==> src/rtl/sa_ws_feeder.sv <==
// sa_ws_feeder: input stage of the weight-stationary PE array.
// It buffers activation vectors in a small FIFO and applies a diagonal skew,
// so that row j reaches the array j-1 cycles after row 1. After the last
// vector of a packet it injects zero vectors so that partial sums drain out.
// Optional build macro SA_WS_FEEDER_PERF_EN adds the bubble_cnt output, which
// counts STREAM cycles that found the FIFO empty.
module sa_ws_feeder #(
  parameter int unsigned SIZE         = 8,
  parameter int unsigned ROW          = 8,
  parameter int unsigned COL          = 8,
  parameter int unsigned DEPTH        = 4,
  parameter int unsigned DRAIN_CYCLES = ROW + COL - 1
) (
  input  logic                clk,
  input  logic                reset,
  input  logic                in_valid,
  output logic                in_ready,
  input  logic [ROW*SIZE-1:0] in_data,
  input  logic                in_last,
  output logic [ROW*SIZE-1:0] a_vec,
  output logic                a_valid,
  output logic                busy,
  output logic                drain_done
`ifdef SA_WS_FEEDER_PERF_EN
  ,
  output logic [15:0]         bubble_cnt
`endif
);

  localparam int unsigned VW = ROW * SIZE;
  localparam int unsigned PW = (DEPTH > 1) ? $clog2(DEPTH) : 1;
  localparam int unsigned CW = $clog2(DEPTH + 1);
  localparam int unsigned DW = $clog2(DRAIN_CYCLES + 1);

  localparam logic [1:0] IDLE   = 2'd0;
  localparam logic [1:0] STREAM = 2'd1;
  localparam logic [1:0] DRAIN  = 2'd2;

  // FIFO storage: {last, data}
  logic [VW:0]   mem_q [DEPTH];
  logic [PW-1:0] wr_ptr_q;
  logic [PW-1:0] rd_ptr_q;
  logic [CW-1:0] count_q;
  logic          push;
  logic          pop;
  logic [VW:0]   head;
  logic          fifo_empty;

  // FSM and drain counter
  logic [1:0]    state_q;
  logic [1:0]    state_d;
  logic [DW-1:0] drain_cnt_q;
  logic [DW-1:0] drain_cnt_d;
  logic          drain_fire;

  // Word entering stage 1 of every skew chain
  logic [VW-1:0] inj;

  logic          a_valid_q;
  logic          drain_done_q;

  // in_ready is derived from the registered count. A pop in a full cycle
  // therefore raises in_ready only after the next edge.
  assign fifo_empty = (count_q == '0);
  assign in_ready   = (count_q != CW'(DEPTH));
  assign push       = in_valid & in_ready;
  assign head       = mem_q[rd_ptr_q];

  // Write the accepted vector into the FIFO. The array has no reset because
  // count_q gates every read.
  always_ff @(posedge clk) begin
    if (push) begin
      mem_q[wr_ptr_q] <= {in_last, in_data};
    end
  end

  // Update the FIFO pointers and occupancy. DEPTH is a power of two, so the
  // pointers wrap naturally.
  always_ff @(posedge clk or negedge reset) begin
    if (!reset) begin
      wr_ptr_q <= '0;
      rd_ptr_q <= '0;
      count_q  <= '0;
    end else begin
      if (push) begin
        wr_ptr_q <= wr_ptr_q + PW'(1);
      end
      if (pop) begin
        rd_ptr_q <= rd_ptr_q + PW'(1);
      end
      if (push && !pop) begin
        count_q <= count_q + CW'(1);
      end else if (!push && pop) begin
        count_q <= count_q - CW'(1);
      end
    end
  end

  // Next-state logic. The pop decision reads only the registered count, so a
  // vector that was just accepted cannot pass through in the same cycle.
  always_comb begin
    state_d     = state_q;
    drain_cnt_d = drain_cnt_q;
    pop         = 1'b0;
    drain_fire  = 1'b0;
    case (state_q)
      IDLE: begin
        if (!fifo_empty) begin
          state_d = STREAM;
        end
      end
      STREAM: begin
        if (!fifo_empty) begin
          pop = 1'b1;
          if (head[VW]) begin
            state_d     = DRAIN;
            drain_cnt_d = DW'(DRAIN_CYCLES - 1);
          end
        end
      end
      DRAIN: begin
        if (drain_cnt_q == '0) begin
          drain_fire = 1'b1;
          state_d    = IDLE;
        end else begin
          drain_cnt_d = drain_cnt_q - DW'(1);
        end
      end
      default: begin
        state_d = IDLE;
      end
    endcase
  end

  // Register the FSM state, the drain counter and the registered status outputs.
  always_ff @(posedge clk or negedge reset) begin
    if (!reset) begin
      state_q      <= IDLE;
      drain_cnt_q  <= '0;
      a_valid_q    <= 1'b0;
      drain_done_q <= 1'b0;
    end else begin
      state_q      <= state_d;
      drain_cnt_q  <= drain_cnt_d;
      a_valid_q    <= pop;
      drain_done_q <= drain_fire;
    end
  end

  // A cycle without a pop (bubble, drain or idle) injects an all-zero word.
  assign inj = pop ? head[VW-1:0] : '0;

  // Skew chains: row r+1 has r+1 stages. Stage 1 sits in the low bits, and
  // the last stage (top bits) drives the matching slot of a_vec.
  for (genvar r = 0; r < ROW; r++) begin : g_row
    logic [SIZE*(r+1)-1:0] sr_q;
    logic [SIZE-1:0]       inj_row;

    assign inj_row = inj[SIZE*(ROW-r)-1 -: SIZE];

    if (r == 0) begin : g_one
      // Row 1 has a single stage and no extra delay.
      always_ff @(posedge clk or negedge reset) begin
        if (!reset) begin
          sr_q <= '0;
        end else begin
          sr_q <= inj_row;
        end
      end
    end else begin : g_many
      // Shift toward the top each cycle, with a new element entering stage 1.
      always_ff @(posedge clk or negedge reset) begin
        if (!reset) begin
          sr_q <= '0;
        end else begin
          sr_q <= {sr_q[SIZE*r-1:0], inj_row};
        end
      end
    end

    assign a_vec[SIZE*(ROW-r)-1 -: SIZE] = sr_q[SIZE*(r+1)-1 -: SIZE];
  end

  assign a_valid    = a_valid_q;
  assign busy       = (state_q != IDLE);
  assign drain_done = drain_done_q;

`ifdef SA_WS_FEEDER_PERF_EN
  logic [15:0] bubble_q;

  // Count starved STREAM cycles (saturating). Restart at each new packet.
  always_ff @(posedge clk or negedge reset) begin
    if (!reset) begin
      bubble_q <= '0;
    end else if (state_q == IDLE && state_d == STREAM) begin
      bubble_q <= '0;
    end else if (state_q == STREAM && fifo_empty && bubble_q != 16'hFFFF) begin
      bubble_q <= bubble_q + 16'd1;
    end
  end

  assign bubble_cnt = bubble_q;
`endif

endmodule

==> config.mk <==
export PLATFORM = sky130hd
export DESIGN_NAME = sa_ws_feeder
export DESIGN_NICKNAME = d
export VERILOG_FILES = /design/src/rtl/sa_ws_feeder.sv
export SDC_FILE = /design/constraint.sdc
export NUM_CORES = 1
export LEC_CHECK = 0
export BUFFER_PORTS_ARGS = -buffer_cell sky130_fd_sc_hd__buf_2
export CORE_MARGIN = 1.5
export CORE_UTILIZATION = 63
export DETAILED_ROUTE_END_ITERATION = 8
export GPL_TIMING_DRIVEN = 0
export PLACE_DENSITY = 0.93
export SYNTH_ARGS = -nofsm -noshare
export SYNTH_HDL_FRONTEND = slang
export SYNTH_SLANG_ARGS = --single-unit
==> constraint.sdc <==
create_clock -name clk -period 5.37 [get_ports clk]
set_input_delay 0.2685 -clock clk [delete_from_list [all_inputs] [get_ports clk]]
set_output_delay 0.2685 -clock clk [all_outputs]
set_load 0.05 [all_outputs]
# --- After elaboration in Yosys (flattened, before gate mapping) ---
# Memories as Yosys holds them, arrays and structs flattened.
# Index checks and enable logic that the tools add are counted.
word_totals:
  ff_bits: 303
  latchBits: 0
  ramBits: 260
  romBits: 0
  in_bits: 68
  output_inout_bits: 68
  word_cells: 60
  memories: 1
mem_list:
  columns: ["name", "words", "width", "read_ports", "rd_ports_with_merged_regs", "wr", "line_no", "source"]
  rows:
  - ["mem_q", 4, 65, 1, 0, 1, "40", "logic [VW:0] mem_q [DEPTH];"]
classes:
  add_sub_neg: 5
  n_mul: 0
  n_div: 0
  magnitude_cmp: 0
  eq_ne: 8
  n_shift: 0
  muxes: 18
  n_bitwise: 1
  reduce_logical: 12
op_table:
  columns: ["operator", "n"]
  rows:
  - ["two-way mux 64 bit", 1]
  - ["two-way mux 4 bit", 3]
  - ["inequality test 2 bit, second input constant", 5]
  - ["two-way mux 2 bit", 4]
  - ["one-hot mux 4 bit (2 select lines)", 1]
  - ["AND reduction 4 bit", 2]
  - ["two-way mux 1 bit", 6]
  - ["two-way mux 3 bit", 2]
  - ["one-hot mux 2 bit (3 select lines)", 1]
  - ["nonzero test 2 bit", 3]
  - ["adder 2 x 1 -> 2 bit, second input constant", 2]
  - ["logical NOT 4 bit", 1]
  - ["subtractor 4 x 1 -> 4 bit, second input constant", 1]
  - ["adder 3 x 1 -> 3 bit, second input constant", 1]
  - ["logical NOT 3 bit", 1]
  - ["inequality test 3 bit, second input constant", 1]
  - ["subtractor 3 x 1 -> 3 bit, second input constant", 1]
  - ["== test 2 x 1 -> 1 bit, second input constant", 1]
  - ["== test 2 bit, second input constant", 1]
  - ["logical AND 1 bit", 2]
  - ["logical NOT 1 bit", 2]
  - ["logical NOT 2 bit", 1]
  - ["AND 1 bit", 1]

# --- Logic depth before layout (Yosys ltp) ---
# Gate-level depths: netlist (run 1).
logic_depth:
  word_depth: 6
  mapped_depth: 10
  depth_no_buf: 8

# --- Worst setup path before layout (run 1) ---
# Ideal clock, no wire load.
synth_path:
  path_type: "register to register"
  startpoint: "register count_q[0]"
  endpoint: "memory mem_q[0][0] (netlist name), enable pin"
  setup_ps: 430
  arrival_time_ps: 2408
  required_time_ps: 4940
  setup_slack_ps: 2532
  stages_incl_launch_ff: 4
  path_buffers: 0
  period_less_slack_ps: 2838
  path_cell_list: "dfrtp_1 -> nor2_1 -> a21boi_1 -> and2_1"
synth_between:
  elab_chain_len: 4
synth_rtl:
  columns: ["element", "line_no", "source"]
  rows:
  - ["start, declared", "43", "logic [CW-1:0] count_q;"]
  - ["start signal, assigned", "92", "count_q <= count_q + CW'(1);"]
  - ["start signal, assigned", "94", "count_q <= count_q - CW'(1);"]
  - ["inequality test 3 bit", "65", "assign in_ready = (count_q != CW'(DEPTH));"]
  - ["AND 1 bit", "66", "assign push = in_valid & in_ready;"]
  - ["net push", "44", "logic push;"]
  - ["two-way mux 1 bit", "72", "if (push) begin"]
  - ["two-way mux 1 bit (implied by the code)", "73", "mem_q[wr_ptr_q] <= {in_last, in_data};"]
  - ["end, declared", "40", null]
# The timed path passes the listed nets, and every way through them passes these cells.

# --- Worst setup path in the final report (run 1) ---
layout_path:
  startpoint: "register count_q[1]"
  endpoint: "register count_q[2]"
layout_between:
  elab_chain_len: 6
  elab_cells_between_ends: 14
  cone_classes: "2 x add/sub; 1 x eq/ne; 4 x mux; 1 x bitwise; 6 x reduce/logical"
layout_rtl:
  columns: ["element"]
  rows:
  - ["parallel branches: the longest is 6 deep, another holds subtractor 3 x 1 -> 3 bit"]
# Several ways; the timed one is not identified. The select of a mux whose other input is x is not followed.
# A chain may end at the register's enable or synchronous reset.

==> metrics, run 1 <==
Final Critical Period=2.80 ns; DRC=0; worst IR drop on VDD=0.000342 V; Critical Path AT=3.27 ns; Final Core Density=0.770; Place WS=2.60 ns; max frequency=0.358 GHz; share of cells above drive strength 1=0.325; most common cell after layout, fill and taps aside=dfrtp_1; die height=173 µm; Fin. Hold Viols=0; crit path launch type=register; RSZ-0062 raised after global routing=no; drt first pass iters=5; grt ovf=0; post-route ant nets=0; Logic pwr share=0.241; Longest Clk Path Bufs=3; CTS resizes=0; register bit total from synthesis=563; pin count of the biggest net entering global routing=128; Leak=9.53 nW; sequential share of power=0.470; initial core utilization=0.640; Reg clk slew, reported paths=0.07 ns; Final Power=12.7 mW; total of max-cap violations=0; critical path class=register to register; first-pass GRT wire length=54,200 µm; Area Overhead vs Synth=20.3%; die area=0.0301 mm²; Setup violations, final=0; switching power=3.73 mW; switching part of the total=0.293; part of the cycle the worst path needs=0.521; # fillers=1,416; Internal Power=9.01 mW; Clock power frac=0.289; status=completed; Die Wd=173 µm; H-tree Lvls=2; Synth area leader=edfxtp_1; final hold slack=0.212 ns; crit end category=register; worst-skew pair later-pin latency=0.57 ns; Syn. warnings=0; setup TNS=0 ns; post-route cell area=0.0220 mm²; critical path data required time=5.84 ns; CTS tree=yes; Sink Count=563; syn nets=911; Max Clock Skew=0.0204 ns; Unique masters post-synth=36; Overall Global Routing Usage=0.244; Seq/Total Area, Yosys=0.841; fin. max-slew vios=0; Layout Nets=1,171; worst-margin pin slew=0.791 ns; highest-count cells in the layout ignoring fill and taps=dfrtp_1, edfxtp_1, buf_2, dlygate4sd3_1; Routed WL per cell=23.1 µm; Setup WS post-layout=2.57 ns; Mapped Area=0.0183 mm²; WL final=35,300 µm; top cells by area, synth=edfxtp_1, dfrtp_1, mux4_2; Post-Layout Cell Count=1,526; Worst Path Max Fanout=10; PwrDens=578 mW/mm²; GPL Wtd Cong=0.724; Syn Area/Cell=21.9 µm²; core area=0.0286 mm²; Placed Instance Area=0.0196 mm²; Seq. cell area=0.0154 mm²; placed cell count=1,361; Ports=136; Multi-input gate area=0.00226 mm²; number of DRC markers in iteration 0=584; Via Count=8,495; share of the synthesized area in the top cell type=0.426; vias in the first global route=9,318; routed vias/inst=5.57; initial antenna violation count=3; Detail Placement HPWL=18,500 µm; Syn Inst Count=836; CTS root buf=clkbuf_16; FP Rows=62; Rel. slew slack=0.473; Num CTS Buffers=51; Tightest Hold Check Type=input pin to async pin; I/O Buffers=135
==> cells by family (layout without fill, tap and decap cells) <==
family / count (synthesis) / after routing / synth area share
AO/OA/AOI/OAI: 11 / 11 / 0.00451
XOR/XNOR: 6 / 6 / 0.00287
adder cells (fa/ha/maj): 7 / 7 / 0.00519
buffers and inverters: 94 / 397 / 0.0365
flip-flops: 563 / 563 / 0.841
multiplexers: 67 / 67 / 0.0812
other: 0 / 3 / 0
AND/OR/NAND/NOR: 88 / 88 / 0.0292
==> synth_stat cells, drive strengths merged <==
master    n
nor2      2
or3b      1
clkbuf   15
nor3      2
nand2b    1
a31oi     1
o21ai     1
xor2      2
nand3     3
dfrtp   303
a21boi    1
xnor2     4
nor4b     1
edfxtp  260
or2       2
a32oi     2
o21bai    1
mux4     65
ha        6
and3     65
a21oi     4
nor2b     1
inv       8
nand2     4
a211oi    1
or3       1
and2b     1
mux2      2
fa        1
buf      71
and2      4
==> flip-flops by register name (all words and copies together), names as in the netlist <==
| signal | count |
|---|---|
| g_row.sr_q | 288 |
| mem_q | 260 |
| drain_cnt_q | 4 |
| count_q | 3 |
| rd_ptr_q | 2 |
| state_q | 2 |
| wr_ptr_q | 2 |
| a_valid | 1 |
| drain_done | 1 |
==> cell type report <==
cell class	instances	share of cell area
flip-flops and latches	563	0.699
multi-input cells	179	0.103
clock buffers	79	0.0705
repair buffers	207	0.0672
plain buffers	86	0.0290
well taps	384	0.0218
clock inverters	17	0.00846
inverters	8	0.00136
diodes	3	0.000341
==> power groups by stage <==
stage	logic [mW]	clock network (mW)	registers, mW
2_1_floorplan	2.11	0	6.01
3_3_place_gp	2.80	0	6.00
3_5_place_dp	2.96	0	6.04
4_1_cts	3.05	3.71	5.98
5_1_grt	3.24	3.90	6.08
6_report	3.06	3.69	5.99
==> layer usage <==
metal  GRT usage  routed length (µm)  up-vias
met3      0.0384                1890       90
met5           0                   0        -
met2       0.428               18800      343
li1            -                   -     3564
met1       0.308               13300     4498
met4       0.104                1420        0
==> worst max-delay path, stage by stage (launching register included) <==
cell	delay, ns
dfrtp_1	0.43
or3_1	0.38
buf_2	0.21
clkbuf_1	0.28
nand2_1	0.29
ha_1	0.24
inv_1	0.06
fa_1	0.37
xor2_1	0.18
nor2_1	0.12
xor2_1	0.15
==> path summary, 6_finish.rpt <==
path                                  start                 to  slack [ns]  depth (start not counted)
max in group asynchronous             reset  g_row[6].sr_q[44]        3.67                          4
setup reg to reg                 count_q[1]         count_q[2]        2.57                         10
setup / recovery                 count_q[1]         count_q[2]        2.57                         10
hold / removal                        reset   g_row[1].sr_q[4]        0.21                          2
min in group clk                   in_valid        wr_ptr_q[0]        0.26                          3
hold reg to reg            g_row[5].sr_q[9]  g_row[5].sr_q[17]        0.34                          0
==> what timing repair did <==
action | in CTS | in global routing
buffers inserted | 0 | 0
hold endpoints to repair | 310 | 0
hold buffers | 66 | 0
Note: power is estimated with default switching activity, not from simulation.
==> run 2: changes to the inputs <==
--- a/config.mk
+++ b/config.mk
@@ -7,10 +7,10 @@
 export LEC_CHECK = 0
 export BUFFER_PORTS_ARGS = -buffer_cell sky130_fd_sc_hd__buf_2
 export CORE_MARGIN = 1.5
-export CORE_UTILIZATION = 63
+export CORE_UTILIZATION = 59
 export DETAILED_ROUTE_END_ITERATION = 8
 export GPL_TIMING_DRIVEN = 0
-export PLACE_DENSITY = 0.93
+export PLACE_DENSITY = 0.88
 export SYNTH_ARGS = -nofsm -noshare
 export SYNTH_HDL_FRONTEND = slang
 export SYNTH_SLANG_ARGS = --single-unit
==> constraint.sdc (replaced) <==
create_clock -name clk -period 2.9 [get_ports clk]
set_input_delay 0.145 -clock clk [delete_from_list [all_inputs] [get_ports clk]]
set_output_delay 0.145 -clock clk [all_outputs]
set_load 0.05 [all_outputs]
==> run 2 against run 1 <==
Wire length is 12% lower. Clock power is 79% higher. First-iteration DRC count is 1.7% lower. Power is 82% higher. Die area is 6.7% higher. Sequential share of layout area is 0.17 points higher. Register-to-register slack worse by 2.5 ns. Sequential cell count stayed put. Hold slack worse by 0.085 ns. Sequential power is 84% higher. Combinational power is 79% higher. Core utilization is 5.1 points lower. Critical path type unchanged.
==> metrics, run 2 (same netlist as run 1, synthesis figures left out) <==
status=completed; I/O Buffers=135 (unchanged); sequential share of power=0.477 (+0.007); Longest Clk Path Bufs=3 (unchanged); Tightest Hold Check Type=input pin to register; core area=0.0306 mm² (+6.9%); Largest register FFs=288 (unchanged); crit path launch type=register; met2 usage=0.353 (-0.0743); critical path class=register to register; Layout Nets=1,171 (unchanged); total of max-cap violations=0 (unchanged); Rel. slew slack=0.509 (+0.0360); post-route ant nets=0 (unchanged); worst-skew pair later-pin latency=0.56 ns (about the same); grt ovf=0 (unchanged); final hold slack=0.127 ns (-0.0848 ns); die height=179 µm (+3.3%); CTS tree=yes; gr busiest metal=met2; Overall Global Routing Usage=0.205 (-0.0392); H-tree Lvls=2 (unchanged); Final Power=23.1 mW (+82%); critical path's top delay family=simple AND/OR/NAND/NOR gates; max frequency=0.359 GHz (+0.34%); Internal Power=16.6 mW (+84%); Die Wd=179 µm (+3.3%); CTS root buf=clkbuf_16; Hold Path Cell Cnt=3; routed vias/inst=5.30 (-4.8%); Ports=136 (unchanged); critical path data required time=3.38 ns (-2.46 ns); FP Rows=64 (+3.2%); Reg2Reg Depth=10 (unchanged); first-pass GRT wire length=48,300 µm (-11%); switching part of the total=0.282 (-0.0110); part of the cycle the worst path needs=0.961 (+0.440); Reg clk slew, reported paths=0.06 ns (about the same); Detail Placement HPWL=17,000 µm (-8.3%); Num CTS Buffers=51 (unchanged); WL final=31,000 µm (-12%); Leak=9.48 nW (-0.55%); worst path buffer plus inverter count=3 (unchanged); worst-margin pin slew=0.737 ns (-0.0540 ns); Via Count=8,138 (-4.2%); CTS resizes=0 (unchanged); Crit-path slowest cell=dfrtp_1; pin count of the biggest net entering global routing=114 (-11%); largest register by flop count=g_row.sr_q; die area=0.0321 mm² (+6.7%); Sink Count=563 (unchanged); CP max stage delay=0.44 ns (about the same); Worst Path Max Fanout=10 (unchanged); drt first pass iters=4 (-1); GPL Wtd Cong=0.715 (-1.3%); switching power=6.51 mW (+75%); initial core utilization=0.599 (-0.0411); initial antenna violation count=1 (-2); Area Overhead vs Synth=20.0%; most common cell after layout, fill and taps aside=dfrtp_1; GRT met1 Usage=0.257 (-0.0511); Fin. Hold Viols=0 (unchanged); Critical Path AT=3.26 ns (about the same); biggest regs=g_row.sr_q (288), mem_q (260), drain_cnt_q (4); CP most frequent cell=xor2_1; Logic pwr share=0.238 (-0.003); worst IR drop on VDD=0.000731 V (+110%); share of cells above drive strength 1=0.314 (-0.0111); Clock power frac=0.286 (-0.003); crit end category=register; PwrDens=1050 mW/mm² (+82%); Critical Path Stages=10 (unchanged); # fillers=1,800 (+27%); crit-path cells=or3_1 -> buf_2 -> clkbuf_1 -> nand2_1 -> ha_1 -> inv_1 -> fa_1 -> xor2_1 -> nor2_1 -> xor2_1; vias in the first global route=8,779 (-5.8%); Final Critical Period=2.79 ns (-0.00938 ns); RSZ-0062 raised after global routing=no; DRC=0 (unchanged); Routed WL per cell=20.2 µm (-13%); number of DRC markers in iteration 0=574 (-1.7%); fin. max-slew vios=0 (unchanged); Max Clock Skew=0.0137 ns (-0.00674 ns); met3 Use GR=0.0386 (+0.000215); Setup violations, final=0 (unchanged); highest-count cells in the layout ignoring fill and taps=dfrtp_1, edfxtp_1, buf_2, dlygate4sd3_1
## run 2: cell count changes in the layout (fill, tap and decap cells not counted), sizes merged
| cell | change |
|---|---|
| clkinv | -5 |
| bufinv | +2 |
| clkbuf | +2 |
| diode | -2 |
| clkinvlp | +1 |
| inv | -1 |
## run 2: power by group through the flow
stage | sequential [mW] | combinational [mW] | clock, mW
after global placement | 11.1 | 5.16 | 0
after detailed placement | 11.2 | 5.44 | 0
after global routing | 11.2 | 5.88 | 7.06
after floorplan | 11.1 | 3.90 | 0
after CTS | 11.0 | 5.57 | 6.72
final | 11.0 | 5.49 | 6.61
## run 2: path summary, 6_finish.rpt
check	start	endpoint	slack, ns
setup reg to reg	count_q[0]	count_q[2]	0.11
setup / recovery	count_q[0]	count_q[2]	0.11
hold / removal	in_valid	wr_ptr_q[0]	0.13
min in group asynchronous	reset	g_row[2].sr_q[5]	0.19
hold reg to reg	g_row[7].sr_q[0]	g_row[7].sr_q[8]	0.34
max in group asynchronous	reset	g_row[7].sr_q[37]	1.71
## run 2: worst min-delay path, cell delays in order
cell and delay [ns]:
buf_2 0.12, a21boi_1 0.22, xnor2_1 0.16
## run 2: cell type report
| cell class | count | area, µm² | share of cell area |
|---|---|---|---|
| Antenna cell | 1 | 2.50 | 0.000114 |
| Buffer | 86 | 638 | 0.0290 |
| Clock buffer | 81 | 1460 | 0.0665 |
| Clock inverter | 14 | 198 | 0.00900 |
| Inverter | 8 | 30.0 | 0.00137 |
| Multi-Input combinational cell | 179 | 2260 | 0.103 |
| Sequential cell | 563 | 15400 | 0.700 |
| Tap cell | 396 | 495 | 0.0225 |
| Timing Repair Buffer | 207 | 1500 | 0.0681 |
## run 2: routing by layer
layer	wire length (µm)	part of all wire
met5	0	0
met4	1160	0.038
met2	16400	0.53
met1	11800	0.38
met3	1530	0.049
## run 2: per-stage QoR
step / TNS, ns / cells / utilization / area [µm²] / setup slack [ns]
after floorplan: 0 / 836 / - / 18300 / 0.0620
after global placement: -1459.29 / 1367 / 0.637 / 19500 / -3.81
after detailed placement: 0 / 1373 / 0.642 / 19700 / 0.153
after CTS: 0 / 1534 / 0.718 / 22000 / 0.118
after global routing: 0 / 1535 / 0.718 / 22000 / 0.00369
final: 0 / 1535 / 0.718 / 22000 / 0.112
## run 2: repair_timing
action / 4_1_cts / 5_1_grt
buffers inserted: 0 / 0
setup endpoints to repair: 0 / 0
endpoints found under the hold margin: 349 / 0
hold buffers: 66 / 0
==> run 3: changes to the inputs <==
--- a/config.mk
+++ b/config.mk
@@ -11,6 +11,7 @@
 export DETAILED_ROUTE_END_ITERATION = 8
 export GPL_TIMING_DRIVEN = 0
 export PLACE_DENSITY = 0.88
+export SETUP_SLACK_MARGIN = 0.3
 export SYNTH_ARGS = -nofsm -noshare
 export SYNTH_HDL_FRONTEND = slang
 export SYNTH_SLANG_ARGS = --single-unit
==> run 3 against run 2 <==
Worst setup slack better by 0.32 ns. Non-clock buffer count is 2 higher. Maximum frequency is 13% higher.
==> metrics, run 3 (same netlist as run 1, synthesis figures left out) <==
Crit-path slowest cell=dfrtp_1; grt ovf=0 (unchanged); met2 usage=0.360 (+0.00627); GPL Wtd Cong=0.718 (+0.36%); post-route ant nets=0 (unchanged); Longest Clk Path Bufs=3 (unchanged); worst-skew pair later-pin latency=0.58 ns (+0.02 ns); Setup WS post-layout=0.435 ns (+0.322 ns); Seq. cell area=0.0154 mm² (about the same); Final Core Density=0.723 (+0.00487); Worst Path Max Fanout=10 (unchanged); first-pass GRT wire length=49,800 µm (+3.2%); Ports=136 (unchanged); post-route cell area=0.0221 mm² (+0.68%); # fillers=1,700 (-5.6%); Detail Placement HPWL=17,900 µm (+5.2%); crit-path cells=or3_1 -> buf_4 -> clkbuf_8 -> nand2_2 -> ha_4 -> inv_1 -> fa_1 -> xor2_1 -> nor2_1 -> xor2_1; die area=0.0321 mm² (unchanged); reg2reg end=count_q[2]; fin. max-slew vios=0 (unchanged); worst path buffer plus inverter count=3 (unchanged); setup TNS=0 ns (unchanged); die height=179 µm (unchanged); initial core utilization=0.599 (unchanged); status=completed; Rel. slew slack=0.455 (-0.0541); GRT met1 Usage=0.273 (+0.0158); drt first pass iters=4 (unchanged); critical path data required time=3.39 ns (about the same); Num CTS Buffers=53 (+3.9%); max frequency=0.406 GHz (+13%); total of max-cap violations=0 (unchanged); Tightest Hold Check Type=input pin to async pin; biggest regs=g_row.sr_q (288), mem_q (260), drain_cnt_q (4); Reg clk slew, reported paths=0.07 ns (about the same); Max Clock Skew=0.0135 ns (-0.000178 ns); Layout Nets=1,175 (+0.34%); PwrDens=1060 mW/mm² (+0.56%); part of the cycle the worst path needs=0.850 (-0.111); core area=0.0306 mm² (unchanged); Via Count=8,198 (+0.74%); met3 Use GR=0.0360 (-0.00254); Final Critical Period=2.47 ns (-0.322 ns); Placed Instance Area=0.0197 mm² (about the same); pin count of the biggest net entering global routing=130 (+14%); H-tree Lvls=2 (unchanged); CTS tree=yes; initial antenna violation count=0 (-1); Sink Count=563 (unchanged); highest-count cells in the layout ignoring fill and taps=dfrtp_1, edfxtp_1, buf_2, dlygate4sd3_1; critical path class=register to register; most common cell after layout, fill and taps aside=dfrtp_1; RSZ-0062 raised after global routing=no; FP Rows=64 (unchanged); Fin. Hold Viols=0 (unchanged); I/O Buffers=135 (unchanged); DRC=0 (unchanged); critical path's top delay family=simple AND/OR/NAND/NOR gates; R2R Setup Slk=0.43 ns (+0.32 ns); CTS root buf=clkbuf_16; largest register by flop count=g_row.sr_q; Leak=9.57 nW (+0.93%); vias in the first global route=8,900 (+1.4%); Setup violations, final=0 (unchanged); Overall Global Routing Usage=0.212 (+0.00659); Largest register FFs=288 (unchanged); CP max stage delay=0.41 ns (-0.03 ns); worst IR drop on VDD=0.000680 V (-7.0%); routed vias/inst=5.33 (+0.48%); Place WS=0.169 ns (+0.0164 ns); crit end category=register; Routed WL per cell=20.9 µm (+3.8%); share of cells above drive strength 1=0.329 (+0.0153); CP most frequent cell=xor2_1; Critical Path AT=2.96 ns (-0.30 ns); Multi-input gate area=0.00228 mm² (+0.66%); number of DRC markers in iteration 0=687 (+20%); WL final=32,200 µm (+4.0%); Area Overhead vs Synth=20.8%; Die Wd=179 µm (unchanged); gr busiest metal=met2; Post-Layout Cell Count=1,539 (+0.26%); crit path launch type=register; Reg2Reg Depth=10 (unchanged); worst-margin pin slew=0.816 ns (+0.0795 ns); FF-to-FF Start=count_q[1]; antenna cell count=0 (-1); placed cell count=1,373 (unchanged)
run 3: changes by cell type in the layout (fill, tap and decap cells not counted), sizes merged:
cell	change
buf	+2
bufinv	-4
clkbuf	+3
clkinv	+5
clkinvlp	-2
diode	-1
inv	+1
run 3: layer usage:
layer,vias up,share of wire
met5,-,0
li1,3569,-
met1,4275,0.38
met2,272,0.53
met4,0,0.034
met3,82,0.052
run 3: area by class of cell:
| class | count | share of cell area |
|---|---|---|
| buffer | 86 | 0.0294 |
| timing repair buffer | 209 | 0.0687 |
| clock inverter | 14 | 0.00696 |
| multi-input combinational | 179 | 0.103 |
| sequential | 563 | 0.696 |
| inverter | 8 | 0.00136 |
| clock buffer | 84 | 0.0726 |
| tap | 396 | 0.0224 |
run 3: how the worst max path moves through the flow:
| stage | from | end | cells after the start |
|---|---|---|---|
| 3_3_place_gp | reset | g_row[7].sr_q[61] | 1 |
| 6_report | count_q[1] | count_q[2] | 10 |
| 4_1_cts | count_q[1] | count_q[2] | 10 |
| 5_1_grt | state_q[1] | count_q[1] | 7 |
| 2_1_floorplan | count_q[1] | count_q[2] | 10 |
| 3_5_place_dp | count_q[1] | count_q[2] | 10 |
run 3: stage by stage:
step	power (mW)	hold slack [ns]
after floorplan	15.0	-0.151
after global placement	16.2	0.331
after detailed placement	16.6	0.166
after CTS	23.5	0.0733
after global routing	24.4	0.146
final	23.4	0.116
run 3: power breakdown:
part	switching [mW]	leakage [nW]	internal [mW]	total (mW)
clock	2.81	0.866	3.91	6.72
combinational	3.29	2.33	2.33	5.62
sequential	0.617	6.37	10.5	11.1
total	6.71	9.57	16.7	23.4
run 3: repair_timing:
item,CTS,global route
endpoints found under the setup margin,2,2
hold endpoints to repair,344,0
hold buffers,66,0
setup buffers,0,2
resized for setup,4,5
pin swaps,0,1
